$ cat config.mk
export PLATFORM = sky130hd
export DESIGN_NAME = tone_gen_flat
export DESIGN_NICKNAME = d
export VERILOG_FILES = /design/src/rtl/tone_pkg.sv /design/src/rtl/tone_if.sv /design/src/rtl/tone_cycle_cnt.sv /design/src/rtl/tone_gen.sv /design/src/flat_wrapper.sv
export SDC_FILE = /design/constraint.sdc
export NUM_CORES = 1
export LEC_CHECK = 0
export BUFFER_PORTS_ARGS = -buffer_cell sky130_fd_sc_hd__clkbuf_2
export CAP_MARGIN = 10
export CELL_PAD_IN_SITES_DETAIL_PLACEMENT = 2
export CELL_PAD_IN_SITES_GLOBAL_PLACEMENT = 2
export CORE_MARGIN = 3
export CORE_UTILIZATION = 35
export CTS_CLUSTER_SIZE = 16
export DETAILED_ROUTE_END_ITERATION = 12
export PLACE_DENSITY_LB_ADDON = 0.15
export SLEW_MARGIN = 10
export SYNTH_ARGS = -nofsm -noshare
export SYNTH_HDL_FRONTEND = slang
export SYNTH_HIERARCHICAL = 1
export SYNTH_SLANG_ARGS = --single-unit
$ cat constraint.sdc
create_clock -name clk -period 7.68 [get_ports clk]
set_input_delay 1.152 -clock clk [delete_from_list [all_inputs] [get_ports clk]]
set_output_delay 1.152 -clock clk [all_outputs]
set_load 0.01 [all_outputs]
$ cat src/rtl/tone_pkg.sv
// Shared definitions for the chromatic square-wave tone generator:
// note encodings, octave-0 frequency table, FSM states and half-period helper.
package tone_pkg;

    localparam int         NUM_NOTES = 12;
    localparam logic [3:0] NOTE_REST = 4'd15;

    // Octave-0 note frequencies in millihertz, C0 through B0.
    localparam longint FREQ0_MHZ [NUM_NOTES] = '{
        16352, 17324, 18354, 19445, 20602, 21827,
        23125, 24500, 25957, 27500, 29135, 30868
    };

    typedef enum logic [1:0] {
        IDLE    = 2'd0,
        RUN     = 2'd1,
        RELEASE = 2'd2
    } state_t;

    function automatic longint half0_calc(input longint clk_hz, input logic [3:0] note);
        return (clk_hz * 1000) / (2 * FREQ0_MHZ[note]);
    endfunction

endpackage

$ cat src/rtl/tone_if.sv
// Keyboard-side control and speaker-side status bundle of the tone generator.
// The cycles field exists only when TONE_CYCLE_CNT_EN is defined.
interface tone_if;

    logic       key_on;
    logic [3:0] note_sel;
    logic [2:0] octave;
    logic       tone;
    logic       active;
    logic       half_tick;
`ifdef TONE_CYCLE_CNT_EN
    logic [7:0] cycles;
`endif

    modport master (
        output key_on, note_sel, octave,
        input  tone, active, half_tick
`ifdef TONE_CYCLE_CNT_EN
        , input cycles
`endif
    );

    modport slave (
        input  key_on, note_sel, octave,
        output tone, active, half_tick
`ifdef TONE_CYCLE_CNT_EN
        , output cycles
`endif
    );

endinterface

$ cat src/rtl/tone_cycle_cnt.sv
// Saturating count of full tone periods since the note started.
// Present only when TONE_CYCLE_CNT_EN is defined.
`ifdef TONE_CYCLE_CNT_EN
module tone_cycle_cnt (
    input  logic       clk,
    input  logic       reset,
    input  logic       clear,
    input  logic       rise,
    output logic [7:0] cycles
);

    logic [7:0] cnt_reg;

    always_ff @(posedge clk or negedge reset) begin
        if (!reset) begin
            cnt_reg <= 8'd0;
        end else if (clear) begin
            cnt_reg <= 8'd0;
        end else if (rise && (cnt_reg != 8'hFF)) begin
            cnt_reg <= cnt_reg + 8'd1;
        end
    end

    assign cycles = cnt_reg;

endmodule
`endif

$ cat src/rtl/tone_gen.sv
// Run-time selectable square-wave note generator with key gating, boundary-aligned
// note changes and click-free release. Optional period counter: TONE_CYCLE_CNT_EN.
module tone_gen
    import tone_pkg::*;
#(
    parameter int CLK_HZ  = 50_000_000,
    parameter int CNT_W   = 22,
    parameter int OCT_MAX = 7
) (
    input logic   clk,
    input logic   reset,
    tone_if.slave bus
);

    typedef logic [CNT_W-1:0] cnt_t;
    localparam cnt_t CNT_ONE = cnt_t'(1);

    // Half-period table indexed directly by the latched note; rest codes map to 0.
    cnt_t half0_tab [16];
    genvar gi;
    for (gi = 0; gi < 16; gi++) begin : g_half0
        if (gi < NUM_NOTES) begin : g_note
            assign half0_tab[gi] = cnt_t'(half0_calc(longint'(CLK_HZ), 4'(gi)));
        end else begin : g_rest
            assign half0_tab[gi] = '0;
        end
    end

    state_t     state_reg, state_next;
    cnt_t       cnt_reg, cnt_next;
    logic       tone_reg, tone_next;
    logic       tick_reg, tick_next;
    logic [3:0] note_reg, note_next;
    logic [2:0] oct_reg, oct_next;
    logic [2:0] oct_clamped;
    cnt_t       h_val;
    logic       rest, toggle, latch;

    assign oct_clamped = (bus.octave > 3'(OCT_MAX)) ? 3'(OCT_MAX) : bus.octave;
    assign h_val       = half0_tab[note_reg] >> oct_reg;
    assign rest        = (note_reg >= 4'(NUM_NOTES));
    assign toggle      = (state_reg != IDLE) && !rest && (cnt_reg == h_val - CNT_ONE);

    always_comb begin
        state_next = state_reg;
        cnt_next   = cnt_reg;
        tone_next  = tone_reg;
        latch      = 1'b0;
        case (state_reg)
            IDLE: begin
                cnt_next  = '0;
                tone_next = 1'b0;
                if (bus.key_on) begin
                    latch      = 1'b1;
                    state_next = RUN;
                end
            end
            RUN: begin
                if (rest) begin
                    // No half-period boundary exists while resting, so track inputs freely.
                    cnt_next  = '0;
                    tone_next = 1'b0;
                    latch     = 1'b1;
                    if (!bus.key_on) begin
                        state_next = IDLE;
                    end
                end else begin
                    if (toggle) begin
                        cnt_next  = '0;
                        tone_next = ~tone_reg;
                        latch     = 1'b1;
                    end else begin
                        cnt_next = cnt_reg + CNT_ONE;
                    end
                    if (!bus.key_on) begin
                        if (!tone_reg || toggle) begin
                            state_next = IDLE;
                            cnt_next   = '0;
                            tone_next  = 1'b0;
                        end else begin
                            state_next = RELEASE;
                        end
                    end
                end
            end
            RELEASE: begin
                // tone is high here, so the next toggle always lands it low.
                if (toggle || rest) begin
                    cnt_next   = '0;
                    tone_next  = 1'b0;
                    latch      = 1'b1;
                    state_next = bus.key_on ? RUN : IDLE;
                end else begin
                    cnt_next = cnt_reg + CNT_ONE;
                    if (bus.key_on) begin
                        state_next = RUN;
                    end
                end
            end
            default: begin
                state_next = IDLE;
                cnt_next   = '0;
                tone_next  = 1'b0;
            end
        endcase
        tick_next = (tone_next != tone_reg);
        note_next = latch ? bus.note_sel : note_reg;
        oct_next  = latch ? oct_clamped : oct_reg;
    end

    always_ff @(posedge clk or negedge reset) begin
        if (!reset) begin
            state_reg <= IDLE;
            cnt_reg   <= '0;
            tone_reg  <= 1'b0;
            tick_reg  <= 1'b0;
            note_reg  <= NOTE_REST;
            oct_reg   <= 3'd0;
        end else begin
            state_reg <= state_next;
            cnt_reg   <= cnt_next;
            tone_reg  <= tone_next;
            tick_reg  <= tick_next;
            note_reg  <= note_next;
            oct_reg   <= oct_next;
        end
    end

    assign bus.tone      = tone_reg;
    assign bus.active    = (state_reg != IDLE);
    assign bus.half_tick = tick_reg;

`ifdef TONE_CYCLE_CNT_EN
    tone_cycle_cnt u_cycle_cnt (
        .clk    (clk),
        .reset  (reset),
        .clear  (state_next == IDLE),
        .rise   (tone_next & ~tone_reg),
        .cycles (bus.cycles)
    );
`endif

endmodule

$ cat src/flat_wrapper.sv
// flat-port wrapper written by rule: the top's interface ports become plain ports
module tone_gen_flat import tone_pkg::*;
#(
    parameter int CLK_HZ  = 50_000_000,
    parameter int CNT_W   = 22,
    parameter int OCT_MAX = 7
)
  (clk, reset, bus_key_on, bus_note_sel, bus_octave, bus_tone, bus_active, bus_half_tick);
  tone_if bus_i ();
  input logic clk;
  input logic reset;
  input wire logic [$bits(bus_i.key_on)-1:0] bus_key_on;
  input wire logic [$bits(bus_i.note_sel)-1:0] bus_note_sel;
  input wire logic [$bits(bus_i.octave)-1:0] bus_octave;
  output wire logic [$bits(bus_i.tone)-1:0] bus_tone;
  output wire logic [$bits(bus_i.active)-1:0] bus_active;
  output wire logic [$bits(bus_i.half_tick)-1:0] bus_half_tick;
  assign bus_i.key_on = bus_key_on;
  assign bus_i.note_sel = bus_note_sel;
  assign bus_i.octave = bus_octave;
  assign bus_tone = bus_i.tone;
  assign bus_active = bus_i.active;
  assign bus_half_tick = bus_i.half_tick;
  tone_gen #(.CLK_HZ(CLK_HZ), .CNT_W(CNT_W), .OCT_MAX(OCT_MAX)) u_core (.clk(clk), .reset(reset), .bus(bus_i));
endmodule
==> impl_metrics.py, run 1 <==
metrics = {
    "layout": {
        "num-nets-final": 529,
        "diodes": 0,
        "multiInputGateArea_mm2": 0.00296,
        "seqCellArea_um2": 831,
        "largest_reg_flops": 22,
        "final_core_util": 0.388,
        "fillCellCount": 1300,
        "area_growth_pct": 5.98,
        "layout-drive-gt1-share": 0.101,
        "fin_area_mm2": 0.00430,
    },
    "run_status": {
        "status": "completed",
    },
    "worst_setup_path": {
        "crit_family": "compound AO/OA/AOI/OAI gates",
        "cp_max_fo": 22,
        "r2r_end": "u_core/cnt_reg[4]",
        "cp-start-kind": "flip-flop",
        "crit_top_cell": "ha_1",
        "rrSetupSlack_ns": 1.71,
        "crit_buf_inv": 2,
        "critical_path_arrival_ns": 6.09,
        "crit_cells": 19,
        "reg2reg_from": "u_core/note_reg[0]",
        "cp.required_ns": 7.80,
        "path_cells": "inv_1 -> ha_1 -> mux2_2 -> a221oi_1 -> a221o_1 -> a2111oi_4 -> inv_1 -> ha_1 -> and3_1 -> a32o_1 -> o22ai_1 -> or4_1 -> nor3_1 -> and4_4 -> nand4_4 -> ha_1 -> o21a_1 -> o211ai_2 -> nor2_1",
        "cp-startpoint": "u_core/note_reg[0]",
        "r2r_cells": 19,
        "critical_path.slowest_cell": "o211ai_2",
        "cp_slowest_stage_delay_ns": 0.79,
        "path_class": "reg -> reg",
        "setup.worst_path.end_class": "flip-flop",
        "critical_path.endpoint": "u_core/cnt_reg[4]",
    },
    "detailed_routing": {
        "drtIter0Drc": 202,
        "ant_nets": 0,
        "drc": 0,
        "vias_per_cell": 6.14,
        "num_vias": 3973,
        "drtPass1Iterations": 4,
        "drt_wl_total_um": 14300,
        "routedWlPerCell_um": 22.1,
    },
    "cts": {
        "numCtsBuffers": 5,
        "cts.clk_slew.worst_paths_ns": 0.05,
        "insertion_delay_ns": 0.28,
        "h-tree-depth": 2,
        "cts_tree": "yes",
        "cts_root_buffer": "clkbuf_16",
        "cts_max_path_buffers": 2,
        "post-cts-setup-buffer-count": 0,
        "cts_resized": 0,
        "cts_hold_buf": 0,
        "clock-sinks": 33,
    },
    "sta": {
        "rsz0062_at_grt": "false",
        "finalClockSkew_ns": 0.00323,
        "fmax_mhz": 168,
        "slew_viol_final": 0,
        "finalCritPeriodShare": 0.777,
        "hold_viol_final": 0,
        "finalSetupViolCount": 0,
        "worstMarginPinSlew_ns": 1.02,
        "post-route-min-period_ns": 5.97,
        "max_slew_margin": 0.318,
        "setup_tns_ns": 0,
    },
    "global_route": {
        "antenna_found_initial": 0,
        "grt_pass1_wl_um": 23800,
        "grt_overflow_total": 0,
        "track_usage": 0.230,
        "grt_max_degree": 46,
        "grt_pass1_vias": 4332,
    },
    "yosys": {
        "ys_warn_count": 6,
        "syn-num-nets": 544,
        "synth_top_cell_by_area": "dfrtp_1",
        "synth_area_leaders": "dfrtp_1, nor2_1, xnor2_1",
        "syn-instance-count": 521,
        "synth.avg_cell_area_um2": 7.79,
        "yosysTopAreaCellShare": 0.179,
        "ys_ff_latch": 33,
        "seq_area_frac_synth": 0.205,
        "synth_edf_count": 0,
        "synth-main-ff-cell": "dfrtp_1",
        "async_flop_share": 1.00,
        "syn_area_mm2": 0.00406,
        "synth_cell_types": 78,
    },
    "floorplan": {
        "ios": 13,
        "die_h_um": 114,
        "std_cell_rows": 38,
        "dieArea_mm2": 0.0129,
        "core-area_mm2": 0.0111,
        "start_util": 0.366,
        "die_w_um": 114,
    },
    "placement": {
        "dp_hpwl_um": 10900,
        "placed_area_mm2": 0.00413,
        "gp_congestion": 0.865,
        "io_buffers": 12,
    },
    "worst_hold_path": {
        "min_path_cells": 2,
        "worstHoldPathType": "reg -> reg",
    },
    "job": {
        "drv_cap": 0,
    },
}
==> worst min-delay path: stages, from the launching register on <==
cell      delay [ns]
dfrtp_1         0.35
nand2_1         0.06
o221ai_1        0.07
==> layout make-up <==
class                   count  share of cell area
repair buffers             15              0.0192
clock inverters             1             0.00698
clock buffers               7              0.0332
multi-input cells         430               0.688
inverters                  21              0.0183
flip-flops and latches     33               0.193
well taps                 140              0.0407
==> metal layers <==
layer / wire length, µm / track usage / vias to the layer above
met1: 6760 / 0.307 / 2024
li1: - / - / 1877
met2: 6900 / 0.394 / 53
met5: 0 / 0 / -
met4: 296 / 0.0609 / 0
met3: 318 / 0.0244 / 19
==> synthesized netlist by cell type (6+ instances only) <==
cell type	number
nor2_1	60
nand2_1	42
dfrtp_1	29
xnor2_1	25
o21ai_0	23
xor2_1	22
inv_1	20
nand3_1	17
nor2b_1	17
a21oi_1	16
buf_2	15
o221ai_1	15
clkbuf_1	14
ha_1	13
nor3_1	12
mux2i_1	11
a211oi_1	9
nor4_1	9
o211ai_1	9
nand2b_1	8
and2_1	7
nand4_1	7
and3_1	6
o21a_1	6
o31ai_1	6
==> placed cells by master (no fill, tap or decap), drive strengths merged, types with 8 or more instances in the layout <==
cell type  count
nor4           9
o221ai        15
xor2          22
clkbuf        19
nor2b         17
xnor2         25
o211ai        10
nand2b         8
dfrtp         29
inv           20
nor2          60
nand4          8
o21ai         23
a21oi         16
nand2         42
mux2i         11
nand3         17
a211oi        10
nor3          12
ha            13
==> cell families after synthesis <==
family                     count (synthesis)  synth area share
buffers and inverters                     58            0.0657
AOI/OAI and AO/OA                        137             0.257
adders and majority gates                 13            0.0401
xor gates and xnor gates                  47             0.101
DFF                                       33             0.205
and+or+nand+nor                          215             0.276
muxes                                     18            0.0549
==> per-stage QoR <==
stage          instances  hold WS, ns  setup WS (ns)
6_report             647        0.514           1.71
5_1_grt              647        0.542           1.26
4_1_cts              647        0.523           1.74
3_3_place_gp         639        0.470           2.03
3_5_place_dp         639        0.501           1.79
2_1_floorplan        521        0.501           2.90
==> how the worst min path moves through the flow <==
stage,to,from,slack (ns)
6_report,u_core/oct_reg[2],u_core/oct_reg[2],0.51
5_1_grt,u_core/oct_reg[2],u_core/oct_reg[2],0.54
4_1_cts,u_core/oct_reg[2],u_core/oct_reg[2],0.52
3_5_place_dp,u_core/oct_reg[2],u_core/oct_reg[2],0.50
3_3_place_gp,u_core/oct_reg[2],u_core/oct_reg[2],0.47
2_1_floorplan,u_core/cnt_reg[0],u_core/cnt_reg[0],0.50
Power of run 1 is not shown: default switching activity piles up to over one toggle a cycle in this logic, so the estimate is an artifact.
==> run 2, diff against run 1 <==
- clock period: 7.68 -> 4.9 ns (I/O delays scaled with it)
==> impl_metrics.py, run 2 (synthesized netlist as in run 1, its figures left out) <==
metrics = {
    "detailed_routing": {
        "num_vias": 4150,
        "ant_nets": 0,
        "drtPass1Iterations": 4,
        "drtIter0Drc": 244,
        "drc": 0,
        "drt_wl_total_um": 15200,
        "vias_per_cell": 6.05,
        "routedWlPerCell_um": 22.1,
    },
    "floorplan": {
        "die_w_um": 114,
        "ios": 13,
        "die_h_um": 114,
        "std_cell_rows": 38,
        "core-area_mm2": 0.0111,
        "dieArea_mm2": 0.0129,
        "start_util": 0.366,
    },
    "layout": {
        "layout-drive-gt1-share": 0.207,
        "fin_area_mm2": 0.00475,
        "final_common_cell": "nor2_1",
        "final_cell_mix": "nor2_1, nand2_1, buf_4",
        "largest_reg_flops": 22,
        "area_growth_pct": 17.1,
        "num-nets-final": 568,
        "diodes": 0,
    },
    "cts": {
        "h-tree-depth": 2,
        "cts_tree": "yes",
        "cts_max_path_buffers": 2,
        "cts.clk_slew.worst_paths_ns": 0.05,
        "insertion_delay_ns": 0.29,
        "cts_root_buffer": "clkbuf_16",
        "clock-sinks": 33,
        "numCtsBuffers": 5,
    },
    "global_route": {
        "grt_pass1_vias": 4474,
        "antenna_found_initial": 0,
        "grt_overflow_total": 0,
        "track_usage": 0.244,
        "grt_pass1_wl_um": 24900,
        "grt_max_degree": 36,
    },
    "placement": {
        "placed_area_mm2": 0.00438,
        "dp_hpwl_um": 11500,
        "gp_congestion": 0.908,
        "io_buffers": 12,
    },
    "sta": {
        "post-route-min-period_ns": 4.72,
        "finalClockSkew_ns": 0.00264,
        "finalSetupViolCount": 0,
        "max_slew_margin": 0.422,
        "hold_viol_final": 0,
        "finalCritPeriodShare": 0.964,
        "whs_ns": 0.550,
        "slew_viol_final": 0,
        "fmax_mhz": 212,
        "worstMarginPinSlew_ns": 0.868,
        "setup_tns_ns": 0,
    },
    "job": {
        "drv_cap": 0,
    },
    "worst_hold_path": {
        "worstHoldPathType": "reg -> reg",
    },
    "worst_setup_path": {
        "cp-start-kind": "flip-flop",
        "path_class": "reg -> reg",
        "cp.required_ns": 5.07,
        "setup.worst_path.end_class": "flip-flop",
        "cp_max_fo": 7,
        "critical_path_arrival_ns": 4.89,
    },
    "run_status": {
        "status": "completed",
    },
}
## run 2: cell type report
type / instances / area [µm²]
Tap cell: 140 / 175
Clock buffer: 7 / 143
Clock inverter: 1 / 30.0
Inverter: 21 / 78.8
Multi-Input combinational cell: 430 / 3080
Timing Repair Buffer: 54 / 413
Sequential cell: 33 / 835
Fill cell: 1316 / 6330
## run 2: what timing repair did
item,in CTS,in global routing
pin swaps,2,4
endpoints found under the setup margin,23,23
hold buffers,0,0
buffers inserted,5,4
resized for setup,4,27
endpoints found under the hold margin,0,0
## run 2: layer usage
metal | wire [µm] | track usage | vias up | share of wire
li1 | - | - | 1959 | -
met1 | 6940 | 0.321 | 2097 | 0.46
met2 | 7410 | 0.420 | 72 | 0.49
met3 | 483 | 0.0286 | 22 | 0.032
met4 | 314 | 0.0721 | 0 | 0.021
met5 | 0 | 0 | - | 0
## run 2: final timing paths
path / startpoint / end / slack (ns) / depth (start not counted)
min in group asynchronous: reset / u_core/cnt_reg[3] / 0.56 / 1
worst min register to register: u_core/cnt_reg[21] / u_core/cnt_reg[21] / 0.55 / 2
worst max register to register: u_core/note_reg[1] / u_core/bus.half_tick / 0.18 / 18
max in group asynchronous: reset / u_core/state_reg[1] / 3.80 / 1
worst max-delay path: u_core/note_reg[1] / u_core/bus.half_tick / 0.18 / 18
worst min-delay path: u_core/cnt_reg[21] / u_core/cnt_reg[21] / 0.55 / 2
## run 2: critical path: stages, from the launching register on
cell      delay (ns)
dfstp_2         0.59
inv_1           0.12
ha_2            0.32
buf_4           0.19
nand3b_1        0.21
o211ai_1        0.18
o221ai_1        0.45
o211a_1         0.22
a31o_2          0.14
a21oi_1         0.05
or4_1           0.55
nor3_2          0.23
and4_4          0.29
nand4_4         0.12
ha_2            0.22
o21a_1          0.21
nand3_1         0.13
nor3b_1         0.07
a311o_1         0.31
## run 2: per-stage QoR
stage	worst slack [ns]	std cells	util
2_1_floorplan	0.117	521	-
3_3_place_gp	0.122	669	0.395
4_1_cts	0.0258	682	0.415
6_report	0.176	686	0.429
5_1_grt	-0.0253	686	0.429
3_5_place_dp	-0.0889	669	0.395
Power of run 2 is left out for the same reason.
==> run 3, diff against run 2 <==
- CORE_MARGIN: 3 -> default
==> impl_metrics.py, run 3 (synthesized netlist as in run 1, its figures left out) <==
metrics = {
    "cts": {
        "insertion_delay_ns": 0.28,
        "h-tree-depth": 2,
        "cts_tree": "yes",
        "cts_max_path_buffers": 2,
        "cts_root_buffer": "clkbuf_16",
        "cts.clk_slew.worst_paths_ns": 0.06,
        "cts_hold_buf": 0,
        "numCtsBuffers": 5,
        "clock-sinks": 33,
    },
    "global_route": {
        "track_usage": 0.262,
        "grt_max_degree": 34,
        "grt_pass1_vias": 4426,
        "grt_overflow_total": 0,
        "antenna_found_initial": 0,
        "grt_pass1_wl_um": 23800,
    },
    "floorplan": {
        "std_cell_rows": 38,
        "die_h_um": 110,
        "start_util": 0.366,
        "die_w_um": 110,
        "dieArea_mm2": 0.0120,
        "core-area_mm2": 0.0111,
        "ios": 13,
    },
    "layout": {
        "layout-drive-gt1-share": 0.191,
        "final_cell_mix": "nor2_1, nand2_1, buf_4",
        "final_common_cell": "nor2_1",
        "diodes": 0,
        "area_growth_pct": 14.1,
        "final_cells": 678,
        "largest_reg_flops": 22,
        "final_core_util": 0.418,
        "num-nets-final": 560,
    },
    "worst_setup_path": {
        "r2r_cells": 20,
        "cp.required_ns": 5.06,
        "crit_top_cell": "ha_2",
        "critical_path.slowest_cell": "dfstp_2",
        "path_class": "reg -> reg",
        "path_cells": "inv_1 -> ha_2 -> nor2b_1 -> o21a_1 -> o211ai_1 -> o211ai_1 -> nand2_1 -> ha_2 -> and3_1 -> a32o_2 -> o22ai_1 -> or4_1 -> nor3_1 -> and4_4 -> nand4_4 -> ha_2 -> o21a_1 -> nand3_1 -> nor3b_1 -> a311o_1",
        "cp-startpoint": "u_core/note_reg[1]",
        "reg2reg_from": "u_core/note_reg[1]",
        "r2r_end": "u_core/bus.half_tick",
        "rrSetupSlack_ns": 0.16,
        "cp_max_fo": 7,
        "critical_path_arrival_ns": 4.90,
        "cp-start-kind": "flip-flop",
        "critical_path.endpoint": "u_core/bus.half_tick",
        "setup.worst_path.end_class": "flip-flop",
        "cp_slowest_stage_delay_ns": 0.59,
    },
    "detailed_routing": {
        "drc": 0,
        "vias_per_cell": 6.09,
        "drtPass1Iterations": 4,
        "ant_nets": 0,
        "drt_wl_total_um": 14800,
        "routedWlPerCell_um": 21.8,
        "drtIter0Drc": 267,
        "num_vias": 4127,
    },
    "sta": {
        "post-route-min-period_ns": 4.74,
        "max_slew_margin": 0.404,
        "finalSetupViolCount": 0,
        "whs_ns": 0.539,
        "worstMarginPinSlew_ns": 0.893,
        "fmax_mhz": 211,
        "finalCritPeriodShare": 0.967,
        "slew_viol_final": 0,
        "hold_viol_final": 0,
        "setup_tns_ns": 0,
        "finalClockSkew_ns": 0.00597,
    },
    "placement": {
        "numPlacedInstances": 664,
        "io_buffers": 12,
        "gp_congestion": 0.865,
        "dp_hpwl_um": 11300,
    },
    "worst_hold_path": {
        "min_path_cells": 2,
        "worstHoldPathType": "reg -> reg",
    },
    "run_status": {
        "status": "completed",
    },
    "job": {
        "drv_cap": 0,
    },
}
==> run 3: layout make-up <==
type	instances	area [µm²]
Sequential cell	33	831
Multi-Input combinational cell	430	3060
Clock inverter	2	10.0
Clock buffer	6	129
Timing Repair Buffer	46	344
Fill cell	1294	6450
Tap cell	140	175
Inverter	21	78.8
==> run 3: per-layer routing <==
layer | vias to the layer above | track usage | share of wire
met1 | 2110 | 0.342 | 0.45
met3 | 19 | 0.0296 | 0.038
met5 | - | 0 | 0
met2 | 64 | 0.454 | 0.50
met4 | 0 | 0.0762 | 0.017
li1 | 1934 | - | -
==> run 3: worst max-delay path: cells and delay by family, from the launching register on <==
family                   cells  cell delay (ns)
AND/OR/NAND/NOR              9             1.63
adder cells (fa/ha/maj)      3             0.68
buffers and inverters        1             0.11
AO/OA/AOI/OAI                7             1.59
flip-flops                   1             0.59
==> run 3: through the flow <==
| step | cell area (µm²) | setup WS (ns) |
|---|---|---|
| after floorplan | 4060 | 0.117 |
| after global placement | 4340 | 0.0880 |
| after detailed placement | 4340 | -0.142 |
| after CTS | 4530 | 0.0430 |
| after global routing | 4630 | -0.0597 |
| final | 4630 | 0.160 |
==> run 3: how the worst min path moves through the flow <==
stage / endpoint / slack [ns] / from
after global routing: u_core/cnt_reg[21] / 0.56 / u_core/cnt_reg[21]
final: u_core/cnt_reg[21] / 0.54 / u_core/cnt_reg[21]
after global placement: u_core/cnt_reg[21] / 0.52 / u_core/cnt_reg[21]
after CTS: u_core/cnt_reg[21] / 0.55 / u_core/cnt_reg[21]
after floorplan: u_core/bus.half_tick / 0.44 / reset
after detailed placement: u_core/cnt_reg[21] / 0.53 / u_core/cnt_reg[21]
==> run 3: timing repair <==
item,4_1_cts,5_1_grt
buffers inserted,5,1
resized for setup,5,23
pin swaps,2,3
setup endpoints to repair,23,23
Power of run 3 is left out for the same reason.
